## src/rtl/shift_seq_pkg.sv

```systemverilog
// ============================================================================
// Module   : shift_seq_pkg
// Brief    : Shared mode, state and datapath-command encodings for shift_seq_ctrl.
// Revision : 1.0 - initial release
// ============================================================================
`default_nettype none

package shift_seq_pkg;

    typedef enum logic [1:0] {
        MODE_SHR = 2'd0,
        MODE_SHL = 2'd1,
        MODE_ROR = 2'd2,
        MODE_ROL = 2'd3
    } mode_t;

    typedef enum logic [1:0] {
        ST_IDLE  = 2'd0,
        ST_LOAD  = 2'd1,
        ST_SHIFT = 2'd2,
        ST_DONE  = 2'd3
    } state_t;

    typedef enum logic [1:0] {
        CMD_HOLD = 2'd0,
        CMD_LOAD = 2'd1,
        CMD_STEP = 2'd2
    } cmd_t;

endpackage

`default_nettype wire

```

## src/rtl/shift_seq_ctrl_core.sv

```systemverilog
// ============================================================================
// Module   : shift_core
// Brief    : Shift/rotate datapath holding q and sout; obeys hold/load/step.
// Revision : 1.0 - initial release
// ============================================================================
`default_nettype none

module shift_core
    import shift_seq_pkg::*;
#(
    parameter int N = 5
) (
    input  logic         clk,
    input  logic         rst,
    input  cmd_t         cmd,
    input  mode_t        mode,
    input  logic         sin,
    input  logic [N-1:0] load_data,
    output logic [N-1:0] q,
    output logic         sout
);

    always_ff @(posedge clk or posedge rst) begin
        if (rst) begin
            q    <= '0;
            sout <= 1'b0;
        end else begin
            case (cmd)
                CMD_LOAD: q <= load_data;
                CMD_STEP: begin
                    case (mode)
                        MODE_SHR: begin
                            q    <= {sin, q[N-1:1]};
                            sout <= q[0];
                        end
                        MODE_SHL: begin
                            q    <= {q[N-2:0], sin};
                            sout <= q[N-1];
                        end
                        MODE_ROR: begin
                            q    <= {q[0], q[N-1:1]};
                            sout <= q[0];
                        end
                        default: begin
                            q    <= {q[N-2:0], q[N-1]};
                            sout <= q[N-1];
                        end
                    endcase
                end
                default: ;
            endcase
        end
    end

endmodule

`default_nettype wire

```

## src/rtl/shift_seq_ctrl.sv

```systemverilog
// ============================================================================
// Module   : shift_seq_ctrl
// Brief    : Job-sequencing FSM and step counter driving the shift_core datapath.
// Revision : 1.0 - initial release
// ============================================================================
`default_nettype none

module shift_seq_ctrl
    import shift_seq_pkg::*;
#(
    parameter int N  = 5,
    parameter int CW = 4
) (
    input  logic          clk,
    input  logic          rst,
    input  logic          req_valid,
    output logic          req_ready,
    input  logic [1:0]    req_mode,
    input  logic [CW-1:0] req_count,
    input  logic [N-1:0]  req_data,
    input  logic          abort,
    input  logic          sin,
    output logic [N-1:0]  q,
    output logic          sout,
    output logic          busy,
    output logic          done
);

    state_t        r_state;
    mode_t         r_mode;
    logic [CW-1:0] r_count;
    logic [N-1:0]  r_data;
    logic          r_ready;
    logic          r_busy;
    logic          r_done;
    cmd_t          w_cmd;

    // Abort suppresses both the load and the step on the edge it is sampled.
    always_comb begin
        w_cmd = CMD_HOLD;
        if (!abort) begin
            if (r_state == ST_LOAD) begin
                w_cmd = CMD_LOAD;
            end else if (r_state == ST_SHIFT) begin
                w_cmd = CMD_STEP;
            end
        end
    end

    always_ff @(posedge clk or posedge rst) begin
        if (rst) begin
            r_state <= ST_IDLE;
            r_mode  <= MODE_SHR;
            r_count <= '0;
            r_data  <= '0;
            r_ready <= 1'b1;
            r_busy  <= 1'b0;
            r_done  <= 1'b0;
        end else begin
            r_done <= 1'b0;
            case (r_state)
                ST_IDLE: begin
                    if (req_valid) begin
                        r_mode  <= mode_t'(req_mode);
                        r_count <= req_count;
                        r_data  <= req_data;
                        r_state <= ST_LOAD;
                        r_ready <= 1'b0;
                        r_busy  <= 1'b1;
                    end
                end
                ST_LOAD: begin
                    if (abort) begin
                        r_state <= ST_IDLE;
                        r_ready <= 1'b1;
                        r_busy  <= 1'b0;
                    end else if (r_count == '0) begin
                        r_state <= ST_DONE;
                        r_busy  <= 1'b0;
                        r_done  <= 1'b1;
                    end else begin
                        r_state <= ST_SHIFT;
                    end
                end
                ST_SHIFT: begin
                    if (abort) begin
                        r_state <= ST_IDLE;
                        r_ready <= 1'b1;
                        r_busy  <= 1'b0;
                    end else begin
                        // Counter is never zero here, so the decrement cannot wrap.
                        r_count <= r_count - 1'b1;
                        if (r_count == CW'(1)) begin
                            r_state <= ST_DONE;
                            r_busy  <= 1'b0;
                            r_done  <= 1'b1;
                        end
                    end
                end
                default: begin
                    r_state <= ST_IDLE;
                    r_ready <= 1'b1;
                end
            endcase
        end
    end

    assign req_ready = r_ready;
    assign busy      = r_busy;
    assign done      = r_done;

    shift_core #(
        .N (N)
    ) u_core (
        .clk       (clk),
        .rst       (rst),
        .cmd       (w_cmd),
        .mode      (r_mode),
        .sin       (sin),
        .load_data (r_data),
        .q         (q),
        .sout      (sout)
    );

endmodule

`default_nettype wire

```

## config.mk

```make
export PLATFORM = sky130hd
export DESIGN_NAME = shift_seq_ctrl
export DESIGN_NICKNAME = d
export VERILOG_FILES = /design/src/rtl/shift_seq_pkg.sv /design/src/rtl/shift_seq_ctrl_core.sv /design/src/rtl/shift_seq_ctrl.sv
export SDC_FILE = /design/constraint.sdc
export NUM_CORES = 1
export LEC_CHECK = 0
export CAP_MARGIN = 40
export CORE_MARGIN = 4
export CORE_UTILIZATION = 52
export CTS_BUF_LIST = sky130_fd_sc_hd__clkbuf_8
export DETAILED_ROUTE_END_ITERATION = 16
export GPL_TIMING_DRIVEN = 0
export PLACE_DENSITY_LB_ADDON = 0.12
export REMOVE_ABC_BUFFERS = 1
export SLEW_MARGIN = 0
export SYNTH_ARGS = -nofsm -noshare
export SYNTH_HDL_FRONTEND = slang
export SYNTH_SLANG_ARGS = --single-unit
```

## constraint.sdc

```tcl
create_clock -name clk -period 2.68 [get_ports clk]
set_clock_uncertainty 0.2 [all_clocks]
set_input_delay 0.536 -clock clk [delete_from_list [all_inputs] [get_ports clk]]
set_output_delay 0.536 -clock clk [all_outputs]
set_load 0.05 [all_outputs]
```

==> flow_summary.json, run 1 <==
{
  "viasPerCell": 5.21,
  "yosysWarnings": 0,
  "grt_max_degree": 17,
  "hpwl_um": 1770,
  "ys_ff_latch": 22,
  "areaGrowthSynthToFinish_pct": 26.4,
  "htree_levels": 1,
  "max-slew-margin-rel_pct": 66.3,
  "worst_ep_required_time_ns": 1.94,
  "die_area_um2": 3220,
  "clk_path_buf_depth": 2,
  "nets": 175,
  "grt.busiest_layer": "met2",
  "cap_viol_max_count": 0,
  "grt_pass1_vias": 964,
  "period_minus_slack_ns": 2.32,
  "end_kind": "output port",
  "drc": 0,
  "synth_ff_type": "dfrtp_1",
  "cp.arrival_ns": 1.58,
  "rsz0062_at_grt": "false",
  "holdBufCountCts": 0,
  "drive_gt1_share_pct": 14.0,
  "fin_setup_tns_ns": 0,
  "fmax_mhz": 431,
  "cp_max_fo": 2,
  "synth_cell_types": 29,
  "use_met3_pct": 2.53,
  "slowest_delay_ns": 0.79,
  "postRouteAntennaNets": 0,
  "start_kind": "flip-flop",
  "cp_cell_sequence": "clkdlybuf4s50_1",
  "leakagePower_uw": 0.000683,
  "gr-total-overflow": 0,
  "vias": 927,
  "dpl_worst_slack_ns": 0.202,
  "multiInputGateArea_um2": 619,
  "antenna_found_initial": 0,
  "dr.pass1.iters": 4,
  "hold_violations": 0,
  "synth_top_area_share_pct": 42.6,
  "n_antenna_cell": 0,
  "period_share_pct": 86.6,
  "cts_resized": 0,
  "status": "finished clean",
  "regToRegStartpoint": "r_state[1]",
  "gp_congestion": 0.864,
  "hp-class": "flip-flop to flip-flop",
  "slowest_stage": "clkdlybuf4s50_1",
  "wl_per_cell_um": 13.4,
  "hp-start": "req_ready",
  "clockRootBuffer": "clkbuf_8",
  "seqCellArea_um2": 552,
  "die_height_um": 56.7,
  "grtUsageMet1_pct": 17.5,
  "worstSkewPairLatency_ns": 0.26,
  "routed_wl_um": 2380,
  "port_buffers": 24,
  "yosysTopAreaCell": "dfrtp_1",
  "drt_iter0_drc": 11,
  "ys_top_cells_by_area": "dfrtp_1 43%, ha_1 8.1%, mux2_2 7.3%, mux2i_1 4.9%, o21ai_0 4.5%",
  "ir_drop_mv": 0.812,
  "cts.sinks": 22,
  "cp_num_buf_inv": 1,
  "postCtsSetupBuffers": 0,
  "core_um2": 2230,
  "avgSynthCellArea_um2": 9.88,
  "critPathKind": "flip-flop to output port",
  "slew_viol_final": 0,
  "critPathLaunch": "req_ready",
  "io_pins": 25,
  "start_util_pct": 55.3,
  "grt.total_usage_pct": 15.8,
  "numCtsBuffers": 3,
  "synth_common_cells": "21 x dfrtp_1, 12 x inv_1, 12 x nand2_1, 11 x o21ai_0",
  "netlist_instances": 125,
  "fin_ws_ns": 0.360,
  "async_reset_ff_share_pct": 100,
  "cts.clk_slew.worst_paths_ns": 0.08,
  "synth_area_um2": 1230,
  "synth.most_common_cell": "dfrtp_1",
  "worst_pin_slew_ns": 0.504,
  "cts_tree": "done",
  "grt_pass1_wl_um": 4050,
  "grt_util_met2_pct": 30.4,
  "synth_edf_count": 0,
  "die_x_um": 56.7,
  "fillers": 183,
  "setup_viol": 0,
  "seq_area_frac_synth_pct": 44.7,
  "power_density_nw_per_um2": 1220,
  "fp-row-count": 17,
  "critPathTopFamily": "buffers and inverters"
}
-- worst paths after layout --
kind                       cells past startpoint  slack, ns           to
setup / recovery                               1       0.36    req_ready
hold / removal                                 2       0.30    req_ready
setup reg to reg                               9       0.56  u_core.q[0]
hold reg to reg                                2       0.30    req_ready
max in group asynchronous                      3       1.48    req_ready
min in group asynchronous                      2       0.32   r_state[1]
-- through the flow --
stage / hold slack (ns) / power (µW) / util, % / instances / instance area, µm²
5_1_grt: 0.311 / 2070 / 69.9 / 178 / 1560
4_1_cts: 0.301 / 1930 / 69.9 / 178 / 1560
3_5_place_dp: 0.288 / 1690 / 67.5 / 174 / 1510
6_report: 0.301 / 1910 / 69.9 / 178 / 1560
2_1_floorplan: 0.271 / 1400 / - / 121 / 1220
3_3_place_gp: 0.285 / 1640 / 66.8 / 173 / 1490
-- cells by family (layout without fill, tap and decap cells) --
kind of cell	after synthesis	in the layout	share of synthesized area, %
AND/OR/NAND/NOR	33	33	13.2
AO/OA/AOI/OAI	32	32	16.7
flip-flops	22	22	44.7
buffers and inverters	16	41	5.17
multiplexers	14	14	12.2
adder cells (fa/ha/maj)	8	8	8.11
-- report_power, final --
group / leakage [µW] / switching (µW) / internal, µW / total, µW
logic: 0.000395 / 582 / 441 / 1020
registers: 0.000259 / 151 / 502 / 653
clock network: 0.0000288 / 105 / 131 / 235
-- area by class of cell --
cell class | instances | share of cell area [%]
clock buffer | 4 | 3.53
inverter | 12 | 2.88
multi-input combinational | 87 | 39.7
sequential | 22 | 35.3
tap | 28 | 2.24
timing repair buffer | 25 | 16.3
-- placed cells by master, fill, tap and decap left out, types with 2 or more instances in the layout --
cell,Yosys,final
ha_1,8,8
o21ai_0,11,11
dfrtp_1,21,21
nand2_1,12,12
inv_1,12,12
o22a_1,2,2
a21oi_1,8,8
o21ai_2,2,2
mux2_2,8,8
a211oi_1,2,2
nor2_1,8,8
clkdlybuf4s50_1,0,24
clkbuf_8,0,4
mux2i_1,6,6
nor2b_1,7,7
-- registers in the layout, summed over array words and instances, names as in the netlist --
register,flops
u_core.sout,1
r_state,2
u_core.q,5
req_ready,1
r_count,4
done,1
r_mode,2
busy,1
r_data,5
-- metal layers --
| layer | wire length (µm) | up-vias |
|---|---|---|
| li1 | - | 473 |
| met1 | 1020 | 441 |
| met2 | 1260 | 11 |
| met3 | 92 | 2 |
| met4 | 12 | 0 |
| met5 | 0 | - |
(Power assumes the default switching activity.)
==> run 2, diff against run 1 <==
- CORE_UTILIZATION: 52 -> 25
==> run 2 against run 1 <==
Against the previous run:
- routed wire length is 7.0% higher
- die area increased by 90%
- cell count increased by 22%
- global-route usage is 6.9 points lower
- non-clock buffer count unchanged
- combinational power hardly changed
- critical path depth is the same
- largest cell class unchanged
- design area up 3.9%
- via count rose by 2.7%
- first-iteration DRC count rose to 5.2 times the previous value
- critical endpoint unchanged
- core utilization shrank 36 points
- largest power group unchanged
==> flow_summary.json, run 2 (synthesis gave the netlist of run 1 again) <==
{
  "postRouteAntennaNets": 0,
  "start_kind": "flip-flop",
  "mostFrequentLayoutCells": "24 x clkdlybuf4s50_1, 21 x dfrtp_1, 12 x nand2_1, 12 x inv_1, 11 x o21ai_0",
  "status": "finished clean",
  "htree_levels": 1,
  "layout_commonest_cell": "clkdlybuf4s50_1",
  "n_antenna_cell": 0,
  "power_density_nw_per_um2": 1180,
  "end_kind": "output port",
  "fin_ws_ns": 0.356,
  "clockRootBuffer": "clkbuf_8",
  "dpl_worst_slack_ns": 0.153,
  "port_buffers": 24,
  "worst_pin_slew_ns": 0.500,
  "fin_setup_tns_ns": 0,
  "grt_pass1_wl_um": 4370,
  "fmax_mhz": 430,
  "start_util_pct": 26.0,
  "cp_cell_sequence": "clkdlybuf4s50_1",
  "dr.pass1.iters": 4,
  "cts_tree": "done",
  "nets": 175,
  "cts.clk_slew.worst_paths_ns": 0.08,
  "cp_num_buf_inv": 1,
  "setup_viol": 0,
  "holdBufCountCts": 0,
  "viasPerCell": 4.39,
  "p_total_uw": 1910,
  "period_minus_slack_ns": 2.32,
  "core_um2": 4750,
  "worstSkewPairLatency_ns": 0.26,
  "grt_max_degree": 17,
  "io_pins": 25,
  "grt_pass1_vias": 948,
  "die_height_um": 78.3,
  "slew_viol_final": 0,
  "ir_drop_mv": 0.352,
  "die_x_um": 78.3,
  "cts_resized": 0,
  "hold_violations": 0,
  "slowest_delay_ns": 0.79,
  "slowest_stage": "clkdlybuf4s50_1",
  "drive_gt1_share_pct": 14.0,
  "routed_wl_um": 2550,
  "drc": 0,
  "cp_max_fo": 2,
  "critPathTopFamily": "buffers and inverters",
  "grt.total_usage_pct": 8.89,
  "max-slew-margin-rel_pct": 66.5,
  "leakagePower_uw": 0.000688,
  "cp.arrival_ns": 1.59,
  "worst_ep_required_time_ns": 1.94,
  "hpwl_um": 1990,
  "cts.sinks": 22,
  "areaGrowthSynthToFinish_pct": 31.4,
  "period_share_pct": 86.7,
  "critPathKind": "flip-flop to output port",
  "postCtsSetupBuffers": 0,
  "rsz0062_at_grt": "false",
  "vias": 952,
  "fp-row-count": 25,
  "hp-class": "flip-flop to flip-flop",
  "gp_congestion": 0.778,
  "clk_path_buf_depth": 2,
  "numCtsBuffers": 3,
  "drt_iter0_drc": 57,
  "cap_viol_max_count": 0,
  "reg.largest.list": "r_data (5), u_core.q (5), r_count (4)",
  "die_area_um2": 6130,
  "wl_per_cell_um": 11.7,
  "gr-total-overflow": 0,
  "antenna_found_initial": 0
}
==> run 2: cell count changes in the layout (fill, tap and decap cells not counted) <==
cell | previous run | this run
buf_16 | 0 | 1
buf_8 | 1 | 0
==> run 2: power by group <==
part           internal [µW]  switching, µW
combinational            442            582
sequential               502            148
clock                    131            108
total                   1070            837
==> run 2: final timing paths <==
| kind | slack [ns] | end | depth (start not counted) | start |
|---|---|---|---|---|
| max | 0.36 | req_ready | 1 | req_ready |
| min | 0.30 | r_data[4] | 1 | r_data[4] |
| max reg2reg | 0.55 | u_core.q[0] | 9 | r_state[1] |
| min reg2reg | 0.30 | r_data[4] | 1 | r_data[4] |
| max in group asynchronous | 1.46 | req_ready | 3 | rst |
| min in group asynchronous | 0.34 | r_count[2] | 2 | rst |
==> run 2: cell type report <==
cell class,count,area (µm²)
repair buffers,25,268
fillers,506,3130
flip-flops and latches,22,552
multi-input cells,87,619
well taps,67,83.8
clock buffers,4,55.1
inverters,12,45.0
==> run 2: routing by layer <==
layer	track usage (%)	share of wire [%]
met4	2.62	0.59
met2	14.3	48
met1	11.7	46
met5	0	0
met3	2.29	5.4
==> run 2: per-stage QoR <==
| stage | cells | utilization [%] | hold slack [ns] | instance area, µm² |
|---|---|---|---|---|
| final | 217 | 34.1 | 0.305 | 1620 |
| after detailed placement | 213 | 33.0 | 0.293 | 1570 |
| after CTS | 217 | 34.1 | 0.311 | 1620 |
| after global routing | 217 | 34.1 | 0.328 | 1620 |
| after floorplan | 121 | - | 0.271 | 1220 |
| after global placement | 212 | 32.4 | 0.285 | 1540 |
